$ cat config.mk
export PLATFORM = sky130hd
export DESIGN_NAME = control_unit
export DESIGN_NICKNAME = d
export VERILOG_FILES = /design/src/rtl/cpu_pkg.sv /design/src/rtl/pc_counter.sv /design/src/rtl/control_unit.sv
export SDC_FILE = /design/constraint.sdc
export NUM_CORES = 1
export LEC_CHECK = 0
export BUFFER_PORTS_ARGS = -buffer_cell sky130_fd_sc_hd__buf_4
export CAP_MARGIN = 20
export CORE_AREA = 2 2 69 71
export DETAILED_ROUTE_END_ITERATION = 6
export DIE_AREA = 0 0 71 73
export PLACE_DENSITY_LB_ADDON = 0.3
export SLEW_MARGIN = 0
export SYNTH_ARGS = -nofsm -noshare
export SYNTH_HDL_FRONTEND = slang
export SYNTH_HIERARCHICAL = 1
export SYNTH_SLANG_ARGS = --single-unit
export TNS_END_PERCENT = 10
$ cat constraint.sdc
create_clock -name clk -period 1.95 [get_ports clk]
set_input_delay 0.39 -clock clk [delete_from_list [all_inputs] [get_ports clk]]
set_output_delay 0.39 -clock clk [all_outputs]
set_load 0.05 [all_outputs]
$ cat src/rtl/cpu_pkg.sv
// Shared types and constants for the instruction sequencer: opcodes, FSM
// states, ALU selects, instruction field positions, and the per-state
// control decode used by control_unit.
package cpu_pkg;

   // Instruction opcodes carried in IR[15:12]; 0110-1111 behave as NOOP.
   typedef enum logic [3:0] {
      OP_NOOP  = 4'd0,
      OP_STORE = 4'd1,
      OP_LOAD  = 4'd2,
      OP_ADD   = 4'd3,
      OP_SUB   = 4'd4,
      OP_HALT  = 4'd5
   } opcode_t;

   // Sequencer states; the encoding is visible on state_out for debug.
   typedef enum logic [3:0] {
      S_INIT   = 4'd0,
      S_FETCH  = 4'd1,
      S_DECODE = 4'd2,
      S_NOOP   = 4'd3,
      S_LOAD_A = 4'd4,
      S_LOAD_B = 4'd5,
      S_STORE  = 4'd6,
      S_ADD    = 4'd7,
      S_SUB    = 4'd8,
      S_HALT   = 4'd9
   } state_t;

   // ALU operation selects.
   localparam logic [2:0] ALU_ZERO = 3'b000;
   localparam logic [2:0] ALU_ADD  = 3'b001;
   localparam logic [2:0] ALU_SUB  = 3'b010;

   // Instruction field positions.
   localparam int OPC_HI   = 15;
   localparam int OPC_LO   = 12;
   localparam int MADDR_HI = 11;
   localparam int MADDR_LO = 4;
   localparam int RA_HI    = 11;
   localparam int RA_LO    = 8;
   localparam int RB_HI    = 7;
   localparam int RB_LO    = 4;
   localparam int RD_HI    = 3;
   localparam int RD_LO    = 0;

   // Full set of control outputs driven towards the datapath and ROM.
   typedef struct packed {
      logic       i_rd;
      logic [7:0] d_addr;
      logic       d_wr;
      logic       rf_s;
      logic [3:0] rf_w_addr;
      logic       rf_w_en;
      logic [3:0] rf_ra_addr;
      logic [3:0] rf_rb_addr;
      logic [2:0] alu_s;
   } ctrl_t;

   // Execute state entered from DECODE for a given opcode.
   function automatic state_t exec_state(input logic [3:0] op);
      state_t s;
      case (op)
         OP_STORE: s = S_STORE;
         OP_LOAD:  s = S_LOAD_A;
         OP_ADD:   s = S_ADD;
         OP_SUB:   s = S_SUB;
         OP_HALT:  s = S_HALT;
         default:  s = S_NOOP;
      endcase
      return s;
   endfunction

   // Next sequencer state; op only matters while in DECODE.
   function automatic state_t next_state(input state_t s, input logic [3:0] op);
      state_t n;
      case (s)
         S_INIT:   n = S_FETCH;
         S_FETCH:  n = S_DECODE;
         S_DECODE: n = exec_state(op);
         S_LOAD_A: n = S_LOAD_B;
         S_HALT:   n = S_HALT;
         default:  n = S_FETCH;
      endcase
      return n;
   endfunction

   // Control outputs for a state given the operand fields IR[11:0].
   // Everything defaults to zero; each state raises only what it needs.
   function automatic ctrl_t ctrl_decode(input state_t s, input logic [11:0] f);
      ctrl_t c;
      c = '0;
      c.alu_s = ALU_ZERO;
      case (s)
         S_FETCH: begin
            c.i_rd = 1'b1;
         end
         S_STORE: begin
            c.d_addr     = f[MADDR_HI:MADDR_LO];
            c.rf_ra_addr = f[RD_HI:RD_LO];
            c.d_wr       = 1'b1;
         end
         S_LOAD_A: begin
            c.d_addr = f[MADDR_HI:MADDR_LO];
         end
         S_LOAD_B: begin
            c.d_addr    = f[MADDR_HI:MADDR_LO];
            c.rf_s      = 1'b1;
            c.rf_w_addr = f[RD_HI:RD_LO];
            c.rf_w_en   = 1'b1;
         end
         S_ADD, S_SUB: begin
            c.rf_ra_addr = f[RA_HI:RA_LO];
            c.rf_rb_addr = f[RB_HI:RB_LO];
            c.rf_w_addr  = f[RD_HI:RD_LO];
            c.rf_s       = 1'b0;
            c.rf_w_en    = 1'b1;
            c.alu_s      = (s == S_ADD) ? ALU_ADD : ALU_SUB;
         end
         default: begin
            c = '0;
         end
      endcase
      return c;
   endfunction

endpackage

$ cat src/rtl/pc_counter.sv
// Program counter: PC_W-bit register with synchronous clear and an
// increment enable. Overflow wraps naturally from all-ones to zero.
module pc_counter #(
   parameter int PC_W = 7
) (
   input  logic            clk,
   input  logic            clr_i,
   input  logic            inc_i,
   output logic [PC_W-1:0] pc_o
);

   logic [PC_W-1:0] pc_q;
   logic [PC_W-1:0] pc_d;

   // Clear wins over increment; modular add gives the wrap.
   always_comb begin
      pc_d = pc_q;
      if (clr_i) begin
         pc_d = '0;
      end else if (inc_i) begin
         pc_d = pc_q + PC_W'(1);
      end
   end

   // PC register.
   always_ff @(posedge clk) begin
      pc_q <= pc_d;
   end

   assign pc_o = pc_q;

endmodule

$ cat src/rtl/control_unit.sv
// Moore sequencer: fetches 16-bit instructions from a synchronous ROM,
// latches them into IR, and drives the datapath controls. All control
// outputs are registered together with the state so they always match
// state_out/IR_out, and I_data never reaches an output combinationally.
module control_unit #(
   parameter int PC_W = 7
) (
   input  logic            clk,
   input  logic            reset,
   output logic [PC_W-1:0] I_addr,
   output logic            I_rd,
   input  logic [15:0]     I_data,
   output logic [7:0]      D_Addr,
   output logic            D_wr,
   output logic            RF_s,
   output logic [3:0]      RF_W_addr,
   output logic            RF_W_en,
   output logic [3:0]      RF_Ra_addr,
   output logic [3:0]      RF_Rb_addr,
   output logic [2:0]      Alu_s0,
   output logic [PC_W-1:0] PC_out,
   output logic [15:0]     IR_out,
   output logic [3:0]      state_out
);

   import cpu_pkg::*;

   state_t          state_q;
   state_t          state_d;
   logic [15:0]     ir_q;
   logic [15:0]     ir_d;
   ctrl_t           ctrl_q;
   logic [PC_W-1:0] pc;
   logic            pc_inc;

   // PC advances at the end of every FETCH cycle; reset clears it.
   assign pc_inc = (state_q == S_FETCH);

   pc_counter #(
      .PC_W (PC_W)
   ) u_pc (
      .clk   (clk),
      .clr_i (reset),
      .inc_i (pc_inc),
      .pc_o  (pc)
   );

   // Next state and next IR; the ROM word is captured only in DECODE.
   assign state_d = next_state(state_q, I_data[OPC_HI:OPC_LO]);
   assign ir_d    = (state_q == S_DECODE) ? I_data : ir_q;

   // FSM: state, IR and the registered control outputs for the new state.
   always_ff @(posedge clk) begin
      if (reset) begin
         state_q <= S_INIT;
         ir_q    <= '0;
         ctrl_q  <= '0;
      end else begin
         state_q <= state_d;
         ir_q    <= ir_d;
         ctrl_q  <= ctrl_decode(state_d, ir_d[11:0]);
      end
   end

   assign I_addr     = pc;
   assign I_rd       = ctrl_q.i_rd;
   assign D_Addr     = ctrl_q.d_addr;
   assign D_wr       = ctrl_q.d_wr;
   assign RF_s       = ctrl_q.rf_s;
   assign RF_W_addr  = ctrl_q.rf_w_addr;
   assign RF_W_en    = ctrl_q.rf_w_en;
   assign RF_Ra_addr = ctrl_q.rf_ra_addr;
   assign RF_Rb_addr = ctrl_q.rf_rb_addr;
   assign Alu_s0     = ctrl_q.alu_s;
   assign PC_out     = pc;
   assign IR_out     = ir_q;
   assign state_out  = state_q;

endmodule

* Yosys cells after proc, flatten, opt, wreduce, memory -nomap -nowiden
Index checks and enable logic that the tools add are counted.
Operators by class: $add $sub $neg 1, equality and inequality tests 15, multiplexer cells 8, bitwise gates (word level) 2, reductions and logical operators 4
Operators by type and width (number):
- 4-bit by 3-bit == test with 1-bit output (second input constant) | 7
- 4-bit one-hot mux with 5 select lines | 1
- 4-bit one-hot mux with 4 select lines | 1
- 4-bit by 1-bit == test with 1-bit output (second input constant) | 3
- 4-bit by 2-bit == test with 1-bit output (second input constant) | 3
- 12-bit two-way mux | 1
- 6-bit one-hot mux with 2 select lines | 1
- 4-bit == test (second input constant) | 2
- 4-bit one-hot mux with 2 select lines | 1
- 7-bit by 1-bit adder with 7-bit output (second input constant) | 1
- 2-bit OR reduction | 3
- 3-bit OR reduction | 1
- 1-bit two-way mux | 2
- 2-bit two-way mux | 1
- 1-bit NOT | 2
Word-level totals: bits in registers 54, bits of input ports 18, output and inout port bits 61, word-level logic and storage cells 43

* Logic depth before layout (Yosys ltp)
depth after elaboration 7, gate-level depth with buffers 6

* Modules after synthesis
Netlist, hierarchy kept.
By module, submodules not included:
- control_unit | times used 1, cells each 178, area an instance 1722.9 um^2
- pc_counter | times used 1, cells each 29, area an instance 272.8 um^2

* Worst setup path after synthesis
Ideal clock, no wire load.
kind register to register, start point reg state_q[0] (netlist: state_out[0]), end point reg u_pc.pc_q[5] (netlist: u_pc/pc_o[5]), setup time 0.070 ns, arrival 2.030 ns, slack -0.149 ns, stages on the path, launching flop included 6, buffers on the path 0, cell sequence dfxtp_1 -> or4b_4 -> inv_2 -> nand4_1 -> or3_1 -> a21oi_1
Between the ends: word-level cells in the longest chain between the ends 1
RTL lines:
- start, declared | RTL line control_unit.sv:28 | state_t state_q;
- start signal, assigned | RTL line control_unit.sv:59 | state_q <= state_d;
- 4-bit by 1-bit == test with 1-bit output | RTL line control_unit.sv:37 | assign pc_inc = (state_q == S_FETCH);
- via pc_inc | RTL line control_unit.sv:34 | logic pc_inc;
- end signal, assigned | RTL line pc_counter.sv:27 | pc_q <= pc_d;
- end, declared | RTL line pc_counter.sv:12 | logic [PC_W-1:0] pc_q;
The timed path passes the listed nets, and every way through them passes these cells. A chain may end at the register's enable or synchronous reset.

* Final worst setup path
start point reg state_q[2] (netlist: state_out[2]), end point reg u_pc.pc_q[6] (netlist: u_pc/pc_o[6])
Same word-level chain as after synthesis.

==> impl_metrics.env <==
export IMPL_status="finished clean"
export IMPL_grt_pass1_vias=1423
export IMPL_worstMarginPinSlew_ns=0.5288
export IMPL_crit_type="reg -> reg"
export IMPL_finish_instance_area_um2=2728
export IMPL_yosys_cell_types_count=45
export IMPL_synth_flop_cell="dfxtp_1"
export IMPL_clock_sinks=53
export IMPL_hold_path_depth=3
export IMPL_firstDrtPassIters=4
export IMPL_cts_tree="built"
export IMPL_min_to="IR_out[2]"
export IMPL_htreeDepth=2
export IMPL_diodes=0
export IMPL_p_leak_nw=1.195
export IMPL_cp_arrival_ns=2.05
export IMPL_endpoint_kind="register"
export IMPL_period_share_pct=93.43
export IMPL_synth_top_family_by_area="simple AND/OR/NAND/NOR gates"
export IMPL_cp_start_kind="register"
export IMPL_regToRegSetupSlack_ns=0.13
export IMPL_antenna_found_initial=0
export IMPL_drive_above_1_share_pct=38.43
export IMPL_setup_viol=0
export IMPL_reg2reg_depth=5
export IMPL_grt_ovfl_total=0
export IMPL_p_per_area_nw_per_um2=900.0
export IMPL_numCtsBuffers=5
export IMPL_hold_viol_final=0
export IMPL_cts_root_buf="clkbuf_8"
export IMPL_dp_cells=324
export IMPL_ant_nets=0
export IMPL_dpl_instance_area_um2=2565
export IMPL_synth_simple_area_share_pct=22.19
export IMPL_grt_usage_pct=16.34
export IMPL_regToRegEndpoint="u_pc/pc_o[6]"
export IMPL_syn_cell_area_um2=1996
export IMPL_holdWs_ns=0.3610
export IMPL_slew_headroom_pct=64.25
export IMPL_syn_num_nets=226
export IMPL_insertion_delay_ns=0.30
export IMPL_yosys_register_bits=53
export IMPL_path_clk_slew_ns=0.09
export IMPL_hp_start="I_data[2]"
export IMPL_crit_fanout=7
export IMPL_crit_family="simple AND/OR/NAND/NOR gates"
export IMPL_clk_path_buf_depth=2
export IMPL_stdcell_count=335
export IMPL_min_path_type="in -> reg"
export IMPL_yosysWarnings=6
export IMPL_start_util_pct=44.00
export IMPL_die_area_um2=5183
export IMPL_crit_chain="or4b_4, inv_4, nand4_1, or3_1, a21oi_1"
export IMPL_synth_compound_area_share_pct=10.41
export IMPL_synth_adder_area_share_pct=0.6270
export IMPL_drcViolationCount=0
export IMPL_post_route_util_pct=60.14
export IMPL_crit_buf_inv=1
export IMPL_drv_slew=0
export IMPL_io_buffers=77
export IMPL_io_pins=79
export IMPL_grt_max_degree=34
export IMPL_drt_wl_total_mm=4.327
export IMPL_syn_inst=207
export IMPL_drtIter0Drc=62
export IMPL_maxCapViolCount=0
export IMPL_hpwl_mm=3.084
export IMPL_fp_dieW_um=71
export IMPL_core_um2=4536
export IMPL_critPathLaunch="state_out[2]"
export IMPL_area_growth_pct=36.68
export IMPL_dieHeight_um=73
export IMPL_slowest_stage="or4b_4"
export IMPL_synth_mux_area_fraction_pct=4.514
export IMPL_finalClockSkew_ns=0.006281
export IMPL_max_stage_delay_ns=0.61
export IMPL_hold_buffers=0
export IMPL_avgSynthCellArea_um2=9.641
export IMPL_cp_required_ns=2.18
export IMPL_vias=1641
export IMPL_period_needed_ns=1.822
export IMPL_nets=299
export IMPL_globalplace_congestion=0.9657
export IMPL_synth_seq_area_share_pct=53.17
export IMPL_wire_per_inst_um=12.92
export IMPL_rr_startpoint="state_out[2]"
export IMPL_synthArstFlopShare_pct=0
export IMPL_synth_edf_count=0
export IMPL_fp_row_count=25
export IMPL_grt_pass1_wl_mm=6.644
export IMPL_max_freq_ghz=0.5489
export IMPL_nFillCells=394
export IMPL_routed_via_density=4.899
export IMPL_vdd_drop_max_v=0.0004524
export IMPL_synth_xor_area_share_pct=2.194
==> repair_timing <==
action                                  4_1_cts  5_1_grt
setup buffers                                 0        3
endpoints found under the setup margin        0       14
resized for setup                             0        2
hold endpoints to repair                      0        0
==> routing by layer <==
layer | vias up | global-route usage, % | routed length [um]
met5 | - | 0 | 0
met4 | 0 | 5.870 | 44
met3 | 5 | 5.939 | 321
met2 | 52 | 25.55 | 1971
met1 | 756 | 20.90 | 1988
li1 | 828 | - | -
==> cell usage after synthesis (all sizes together), types with 4 or more instances <==
master  number  area [um2]
and2b        4       30.03
nand2       23       86.33
o21ai        5       25.02
o22ai        4       25.02
clkbuf       4       15.01
dfxtp       53        1061
a21oi       12       60.06
nor2        33       123.9
inv          6       22.52
buf         13       96.34
mux2i        9       90.09
==> per-stage QoR <==
stage	setup TNS (ns)	setup slack, ns	power [mW]
detailed placement	0	0.1086	1.612
CTS	0	0.08616	2.464
global placement	0	0.1515	1.609
global route	-0.01971	-0.01971	2.551
finish	0	0.1281	2.455
floorplan	0	0.007797	1.490
==> layout by cell type (no fill, tap or decap), types with 2 or more instances in the layout <==
cell type / count
buf_4: 83
dfxtp_1: 50
nor2_1: 33
nand2_1: 23
a21oi_1: 12
mux2i_1: 9
inv_1: 5
clkbuf_8: 5
o21ai_0: 4
o22ai_1: 4
and2b_1: 4
or3_1: 3
dfxtp_2: 3
xor2_1: 3
nor4b_1: 2
xnor2_1: 2
nand2b_1: 2
a31oi_1: 2
and2_1: 2
nor4_1: 2
bufinv_16: 2
nand4_1: 2
==> flip-flops by register name, summed over array words and instances (netlist names) <==
| name | count |
|---|---|
| state_out | 4 |
| RF_s | 1 |
| IR_out | 16 |
| u_pc/pc_o | 7 |
| RF_W_en | 1 |
| I_rd | 1 |
| RF_Rb_addr | 4 |
| Alu_s0 | 2 |
| RF_Ra_addr | 4 |
| D_wr | 1 |
| RF_W_addr | 4 |
| D_Addr | 8 |
==> worst max-delay path by stage <==
stage / to / slack, ns / cells past startpoint
final: u_pc/pc_o[6] / 0.13 / 5
after global routing: RF_W_addr[3] / -0.02 / 5
after CTS: u_pc/pc_o[6] / 0.09 / 5
after detailed placement: u_pc/pc_o[6] / 0.11 / 5
after global placement: u_pc/pc_o[5] / 0.15 / 5
after floorplan: RF_Ra_addr[0] / 0.008 / 5
==> layout make-up <==
class / count / area [um2] / area share, %
timing repair buffer: 83 / 623.1 / 22.84
clock inverter: 3 / 65.06 / 2.385
clock buffer: 5 / 68.82 / 2.523
tap: 54 / 67.56 / 2.477
inverter: 6 / 25.02 / 0.9174
sequential: 53 / 1065 / 39.04
multi-input combinational: 131 / 813.3 / 29.82
==> cell families (layout without fill, tap and decap cells) <==
kind of cell | Yosys count | after routing
AND/OR/NAND/NOR | 85 | 85
flip-flops | 53 | 53
AO/OA/AOI/OAI | 30 | 30
buffers and inverters | 23 | 97
multiplexers | 9 | 9
XOR/XNOR | 5 | 5
adder cells (fa/ha/maj) | 1 | 1
other | 1 | 1
==> power by group <==
part           internal [mW]  switching [mW]  leakage [nW]
clock network          0.510           0.346        0.0681
logic                  0.159           0.292         0.697
registers               1.12          0.0309         0.430
==> worst reg2reg max path: stages (launching register included) <==
cell and delay (ns):
dfxtp_2 0.36, or4b_4 0.61, inv_4 0.13, nand4_1 0.13, or3_1 0.37, a21oi_1 0.15
No activity file was read; power rests on OpenSTA's default activity.
